==> config.mk <==
export PLATFORM = sky130hd
export DESIGN_NAME = imem_loader
export DESIGN_NICKNAME = d
export VERILOG_FILES = /design/src/rtl/imem_loader.sv
export SDC_FILE = /design/constraint.sdc
export NUM_CORES = 1
export LEC_CHECK = 0
export BUFFER_PORTS_ARGS = -buffer_cell sky130_fd_sc_hd__buf_2
export CORE_MARGIN = 3
export CORE_UTILIZATION = 47
export CTS_CLUSTER_SIZE = 14
export DETAILED_ROUTE_END_ITERATION = 10
export GPL_TIMING_DRIVEN = 1
export PLACE_DENSITY = 0.79
export SLEW_MARGIN = 20
export SYNTH_ARGS = -nofsm -noshare
export SYNTH_HDL_FRONTEND = slang
export SYNTH_SLANG_ARGS = --single-unit
==> constraint.sdc <==
create_clock -name clk -period 1.6 [get_ports clk]
set_input_delay 0.08 -clock clk [delete_from_list [all_inputs] [get_ports clk]]
set_output_delay 0.08 -clock clk [all_outputs]
set_load 0.01 [all_outputs]
==> src/rtl/imem_loader.sv <==
`default_nettype none
// ============================================================================
// Module   : imem_loader
// Purpose  : Receives a program as a valid/ready byte stream and writes it into
//            the instruction memory, one IW-bit word per write strobe. Bytes
//            are packed MSB-first. A short final word is zero-filled. The CPU
//            is held in reset until a load completes cleanly.
// Ports    : clk, rst (async, active-high)
//            start                     - begin a load (honoured in IDLE/DONE)
//            in_valid/in_ready/in_data/in_last - program byte stream
//            mem_we/mem_addr/mem_wdata - imem write port
//            cpu_hold                  - keep CPU in reset while high
//            busy/done/err             - load status
//            word_count/checksum       - words written, mod-256 byte sum
// Revision : 1.0 - initial release
// ============================================================================
module imem_loader #(
   parameter int IW = 16,
   parameter int AW = 8
) (
   input  logic          clk,
   input  logic          rst,
   input  logic          start,
   input  logic          in_valid,
   output logic          in_ready,
   input  logic [7:0]    in_data,
   input  logic          in_last,
   output logic          mem_we,
   output logic [AW-1:0] mem_addr,
   output logic [IW-1:0] mem_wdata,
   output logic          cpu_hold,
   output logic          busy,
   output logic          done,
   output logic          err,
   output logic [AW:0]   word_count,
   output logic [7:0]    checksum
);

   localparam int BPW  = IW / 8;
   localparam int IDXW = (BPW > 1) ? $clog2(BPW) : 1;
   localparam logic [IDXW-1:0] C_LAST_IDX = IDXW'(BPW - 1);
   localparam logic [AW-1:0]   C_MAX_ADDR = '1;

   typedef enum logic [1:0] {
      S_IDLE  = 2'd0,
      S_LOAD  = 2'd1,
      S_WRITE = 2'd2,
      S_DONE  = 2'd3
   } state_t;

   state_t          r_state;
   state_t          w_next;
   logic [IW-1:0]   r_word;
   logic [IDXW-1:0] r_byte_idx;
   logic            r_last;       // word being written carried in_last
   logic [AW:0]     r_word_count;
   logic [7:0]      r_checksum;
   logic            r_err;

   logic w_accept;
   logic w_word_end;
   logic w_restart;
   logic w_at_max;

   assign w_accept   = (r_state == S_LOAD) && in_valid;
   assign w_word_end = w_accept && (in_last || (r_byte_idx == C_LAST_IDX));
   assign w_restart  = ((r_state == S_IDLE) || (r_state == S_DONE)) && start;
   assign w_at_max   = (r_word_count[AW-1:0] == C_MAX_ADDR);

   // State register
   always_ff @(posedge clk or posedge rst) begin
      if (rst) begin
         r_state <= S_IDLE;
      end else begin
         r_state <= w_next;
      end
   end

   // Next-state logic
   always_comb begin
      w_next = r_state;
      case (r_state)
         S_IDLE:  if (start) w_next = S_LOAD;
         S_LOAD:  if (w_word_end) w_next = S_WRITE;
         S_WRITE: begin
            if (r_last || w_at_max) w_next = S_DONE;
            else                    w_next = S_LOAD;
         end
         S_DONE:  if (start) w_next = S_LOAD;
         default: w_next = S_IDLE;
      endcase
   end

   // Datapath: word assembly, counters and status
   always_ff @(posedge clk or posedge rst) begin
      if (rst) begin
         r_word       <= '0;
         r_byte_idx   <= '0;
         r_last       <= 1'b0;
         r_word_count <= '0;
         r_checksum   <= '0;
         r_err        <= 1'b0;
      end else if (w_restart) begin
         r_word       <= '0;
         r_byte_idx   <= '0;
         r_last       <= 1'b0;
         r_word_count <= '0;
         r_checksum   <= '0;
         r_err        <= 1'b0;
      end else if (w_accept) begin
         r_checksum <= r_checksum + in_data;
         for (int b = 0; b < BPW; b++) begin
            if (r_byte_idx == IDXW'(b)) r_word[IW-1-8*b -: 8] <= in_data;
         end
         if (w_word_end) begin
            r_byte_idx <= '0;
            r_last     <= in_last;
            // Last byte landed before the word filled: short final word
            if (in_last && (r_byte_idx != C_LAST_IDX)) r_err <= 1'b1;
         end else begin
            r_byte_idx <= r_byte_idx + IDXW'(1);
         end
      end else if (r_state == S_WRITE) begin
         r_word_count <= r_word_count + 1'b1;
         // Clear so that a following short word has zero low bytes
         r_word       <= '0;
         r_last       <= 1'b0;
         // Memory full while the stream still has more to send
         if (!r_last && w_at_max) r_err <= 1'b1;
      end
   end

   assign in_ready   = (r_state == S_LOAD);
   assign mem_we     = (r_state == S_WRITE);
   assign mem_addr   = r_word_count[AW-1:0];
   assign mem_wdata  = r_word;
   assign busy       = (r_state == S_LOAD) || (r_state == S_WRITE);
   assign done       = (r_state == S_DONE);
   assign err        = r_err;
   assign cpu_hold   = !((r_state == S_DONE) && !r_err);
   assign word_count = r_word_count;
   assign checksum   = r_checksum;

endmodule
`default_nettype wire

==> metrics, run 1 <==
Initial Util between 50% and 60%; Num CTS Buffers 5; Critical Path Start checksum[0]; Final Slew Violations 0; drt drc 0; CP required about 1800 ps; setup_tns -764 ps; Final min period approximately 1800 ps; Synth cell types 44; Root Driver clkbuf_8; post-detail-place hpwl 3890 µm; Mapped Cells between 200 and 250; R2R cell count 8; clock latency on the worst-skew pair a little under 300 ps; via count between 1.5k and 2k; CTS max path bufs 2; antenna diode count 0; crit path to checksum[7]; Power Dens Cells roughly 1900 nW/µm²; DRT iter0 DRCs 136; Max-slew headroom 66.7%; synth-to-layout area growth 43.4%; outcome finished with violations; Setup CP Type flop to flop; # placed instances 354; Peak VDD IR approximately 0.00084 V; failing checks negative setup slack; die area between 5000 and 6000 µm²; wirelength, routed ~5600 µm; commonest non-fill, non-tap cells in the layout 59 x buf_2, 37 x dfrtp_1, 32 x buf_4, 22 x nand2_1, 15 x nor2_1; worst-path cell chain ha_4 -> buf_4 -> buf_6 -> a211oi_4 -> nor3_2 -> mux2_4 -> a21o_1 -> a21oi_2; fillers ~300; fmax 0.550 GHz; R2R setup slack -220 ps; number of global-route vias before repair between 1.5k and 2k; Worst Path Max Fanout 2; total power approximately 0.0057 W; Critical R2R Launch checksum[0]; syn nets approximately 260; grt ovf 0; DR WL/cell roughly 15 µm; initial antenna violation count 0; mean number of vias per cell about 5.4; Syn. warnings 0; max cap viols 0; ANT nets after route 0; largest net degree at the start of global routing 39; CP top delay family compound AO/OA/AOI/OAI gates; CTS H-tree lvls 2; PnR worst setup slack -218 ps; PortBufs between 50 and 60; worst hold path class input port to flop; footprint of the multi-input gates about 1200 µm²; top_reg_cell synth dfrtp_1; sequential area share after synthesis 44.3%; Final setup violation count 4; Nets 346; period utilisation layout 114%; crit path DAT ~2000 ps; clock transition at the registers of the reported paths 80 ps; EDFF count, synth 0; Mean Syn Cell Area around 9.3 µm²; FF+latch area around 950 µm²; WP buf/inv 2; CTS tree yes; Final Instance Count excl. Fillers between 300 and 400; critical path depth in cells 8; FF+latch count, synth 38; mapped cell area ~2100 µm²; FP Rows 23; number of detailed-route iterations in the first pass 4; actual slew at the worst max-slew pin 500 ps; Worst setup EP type flop; reg2reg end checksum[7]; commonest non-fill, non-tap cell in the layout buf_2; skew final ~11 ps; Critical Path Start Type flop; DIE HEIGHT 73.6 µm; Async S/R FF share, synth 100%; share of layout cells above drive strength 1 45.7%; IO Count 60; global-route wire length before repair 8440 µm; hold violation count in the final report 0; LEAKAGE ~1.6 nW; core box area between 4000 and 5000 µm²; Worst path max stage delay between 400 and 500 ps; Die Width 73.6 µm; GPL Wtd Cong slightly above 0.8; clk sinks 38; RSZ-0062 raised after global routing yes; total track usage approximately a fifth; CP max-delay cell dfrtp_1
state kept, by name (all words and copies together), names as in the netlist:
name / count
mem_wdata: 16
word_count: 9
checksum: 8
r_state: 2
err: 1
r_byte_idx: 1
r_last: 1
cells by family after synthesis:
logic type	after synthesis	synth area share (%)
AOI/OAI and AO/OA	53	14.3
DFF	38	44.3
muxes	7	3.44
and+or+nand+nor	84	20.3
buffers and inverters	31	7.81
adders and majority gates	12	7.35
xor gates and xnor gates	6	2.45
layer usage:
| metal | track usage, % | vias to the layer above | wire, µm |
|---|---|---|---|
| met3 | 4.38 | 10 | 293 |
| met5 | 0 | - | 0 |
| met4 | 6.24 | 0 | 80 |
| li1 | - | 977 | - |
| met2 | 30.7 | 57 | 2710 |
| met1 | 28.8 | 953 | 2560 |
worst min-delay path by stage:
stage,from,endpoint,slack (ps),cells past startpoint
2_1_floorplan,in_last,r_last,210,2
3_3_place_gp,rst,word_count[3],220,3
3_5_place_dp,rst,word_count[5],220,3
4_1_cts,in_data[3],mem_wdata[3],50,3
5_1_grt,in_data[3],mem_wdata[3],50,3
6_report,in_data[3],mem_wdata[3],50,3
what timing repair did:
item,in CTS,in global routing
setup endpoints to repair,18,24
pin swaps,8,24
buffers inserted,3,6
gates resized for setup,8,34
hold buffers,1,0
cloned,0,1
hold endpoints to repair,38,0
synth_stat cells (all sizes together) (4+ instances only):
master / n / area, µm²
a21oi: 15 / 75.1
buf: 13 / 100
dfrtp: 38 / 951
ha: 11 / 138
inv: 15 / 56.3
mux2i: 4 / 40.0
nand2: 26 / 100
nand3: 12 / 60.1
nand4: 5 / 46.3
nor2: 17 / 63.8
nor2b: 4 / 25.0
nor3: 4 / 31.3
o21ai: 25 / 125
xor2: 4 / 35.0
final cells by class:
cell class	instances	area share, %
clock buffers	6	2.68
inverters	15	1.83
repair buffers	99	20.9
clock inverters	2	1.95
flip-flops and latches	38	30.9
well taps	50	2.03
multi-input cells	162	39.7
worst min-delay path, stage by stage:
cell and delay [ps]:
buf_2 120, nand2_1 50, o21ai_1 50
metrics by stage:
stage / hold WS [ps] / worst slack, ps / instance area (µm²) / util, %
finish: 47.8 / -218 / 3080 / 73.3
floorplan: 211 / -228 / 2250 / -
CTS: 54.8 / -220 / 2940 / 69.9
detailed placement: 224 / -253 / 2740 / 65.2
global route: 45.8 / -322 / 3080 / 73.3
global placement: 224 / -156 / 2740 / 65.2
report_power, final:
group          switching, W  internal (W)  total [W]  leakage, nW
Combinational       0.00163       0.00154    0.00317        0.977
Sequential         0.000244       0.00129    0.00154        0.509
Clock              0.000358      0.000665    0.00102       0.0714
Total               0.00223       0.00350    0.00573         1.56
Power figures use the tool's default switching activity.
==> run 2, diff against run 1 <==
--- a/config.mk
+++ b/config.mk
@@ -7,9 +7,9 @@
 export LEC_CHECK = 0
-export BUFFER_PORTS_ARGS = -buffer_cell sky130_fd_sc_hd__buf_2
 export CORE_MARGIN = 3
-export CORE_UTILIZATION = 47
+export CORE_UTILIZATION = 51
 export CTS_CLUSTER_SIZE = 14
 export DETAILED_ROUTE_END_ITERATION = 10
+export DONT_BUFFER_PORTS = 1
 export GPL_TIMING_DRIVEN = 1
-export PLACE_DENSITY = 0.79
+export PLACE_DENSITY = 0.72
 export SLEW_MARGIN = 20
--- a/constraint.sdc
+++ b/constraint.sdc
@@ -3,2 +3,2 @@
 set_output_delay 0.08 -clock clk [all_outputs]
-set_load 0.01 [all_outputs]
+set_load 0.05 [all_outputs]
==> metrics, run 2 (same netlist as run 1, synthesis figures left out) <==
switching pwr around 0.0036 W; Num CTS Buffers 5; Hold Crit Start in_valid; via count ~2.0k; design area around 3100 µm²; worst hold path class input port to flop; sequential power share 28.0%; Final min period 1840 ps; clock latency on the worst-skew pair approximately 300 ps; Die Width 70.9 µm; RSZ-0062 raised after global routing yes; CTS max path bufs 2; Initial Util 55.7%; PortBufs 0; GPL Wtd Cong 0.881; clock transition at the registers of the reported paths approximately 90 ps; clk sinks 38; R2R setup slack -240 ps; WP buf/inv 1; Sw Share 50.3%; commonest non-fill, non-tap cells in the layout 53 x buf_4, 27 x dfrtp_1, 18 x nand2_1, 15 x nor2_1, 13 x o21ai_0; DRT iter0 DRCs ~190; CTS tree yes; DR WL/cell approximately 18 µm; footprint of the multi-input gates 1310 µm²; FP Rows 22; fillers around 220; CTS H-tree lvls 2; ANT nets after route 0; die area roughly 5000 µm²; total track usage around a quarter; Setup CP Type flop to flop; worst-path cell chain ha_4 -> inv_2 -> fa_2 -> nor2b_2 -> o21a_1 -> o21bai_1 -> a2111o_1 -> nand3_1; crit path DAT around 2100 ps; Critical Path Start Type flop; final core occ around four fifths; outcome finished with violations; LEAKAGE approximately 1.4 nW; Worst setup EP type flop; initial antenna violation count 0; global-route wire length before repair 9310 µm; Nets 320; Critical Path Start checksum[0]; Final Slew Violations 0; Root Driver clkbuf_8; largest net degree at the start of global routing 16; share of layout cells above drive strength 1 between 40% and 50%; wirelength, routed 6160 µm; CP required ~1800 ps; commonest non-fill, non-tap cell in the layout buf_4; Peak VDD IR 0.00135 V; core box area between 3000 and 4000 µm²; mean number of vias per cell 5.72; grt ovf 0; Clock power frac 14.3%; WHS 63.1 ps; Final setup violation count 14; PnR worst setup slack -237 ps; number of detailed-route iterations in the first pass 4; fmax approximately 0.54 GHz; Worst Path Max Fanout 2; synth-to-layout area growth 46.2%; max reg flops 16; DIE HEIGHT slightly above 70 µm; skew final about 9.6 ps; drt drc 0; Worst path max stage delay 400 ps; Gate power share about 58%; Max-slew headroom about 62%; max cap viols 0; # placed instances 313; CP top delay family compound AO/OA/AOI/OAI gates; Internal approximately 0.0036 W; IO Count 60; actual slew at the worst max-slew pin between 500 and 600 ps; hold violation count in the final report 0; antenna diode count 0; post-detail-place hpwl around 4000 µm; Final Instance Count excl. Fillers 344; CP max-delay cell dfrtp_2; Critical R2R Launch checksum[0]; FF+latch area roughly 960 µm²; Area after DPL between 2000 and 3000 µm²; failing checks negative setup slack; period utilisation layout 115%; Power Dens Cells 2280 nW/µm²; number of global-route vias before repair around 1.9k
## run 2: routing by layer
layer  track usage, %  part of all wire (%)  vias to the layer above
li1                 -                     -                      918
met1             29.7                    41                      966
met2             39.2                    50                       75
met3             7.39                   7.9                       10
met4             5.22                   1.3                        0
met5                0                     0                        -
## run 2: worst paths after layout
check,to,depth (start not counted)
setup / recovery,checksum[6],8
hold / removal,r_state[0],3
min in group asynchronous,mem_wdata[2],2
hold reg to reg,mem_wdata[4],2
max in group asynchronous,word_count[1],3
setup reg to reg,checksum[6],8
## run 2: repair_timing
action	4_1_cts	5_1_grt
gates resized for setup	19	33
pin swaps	11	20
hold endpoints to repair	29	0
setup buffers	8	3
cloned	1	1
hold buffers	10	0
endpoints found under the setup margin	23	27
## run 2: power by group through the flow
| stage | clock network (W) | registers, W | logic (W) |
|---|---|---|---|
| after floorplan | 0 | 0.00260 | 0.00193 |
| after global placement | 0 | 0.00198 | 0.00340 |
| after detailed placement | 0 | 0.00200 | 0.00350 |
| after global routing | 0.00107 | 0.00205 | 0.00439 |
| final | 0.00102 | 0.00201 | 0.00413 |
| after CTS | 0.00101 | 0.00200 | 0.00378 |
## run 2: layout make-up
type | count | share of cell area (%)
clock buffers | 5 | 2.19
clock inverters | 3 | 2.19
inverters | 15 | 1.79
multi-input cells | 162 | 41.9
flip-flops and latches | 38 | 30.8
well taps | 48 | 1.91
repair buffers | 73 | 19.3
## run 2: through the flow
step / TNS (ps) / total power (W) / setup slack (ps)
finish: -1040 / 0.00716 / -237
global route: -2140 / 0.00751 / -324
CTS: -811 / 0.00679 / -176
detailed placement: -3120 / 0.00550 / -234
global placement: -1350 / 0.00538 / -158
floorplan: -1970 / 0.00453 / -336
## run 2: worst reg2reg max path, delay by kind of cell, from the launching register on
| kind | cells | cell delay [ps] |
|---|---|---|
| DFF | 1 | 400 |
| AOI/OAI and AO/OA | 3 | 630 |
| buffers and inverters | 1 | 40 |
| and+or+nand+nor | 2 | 230 |
| adders and majority gates | 2 | 490 |
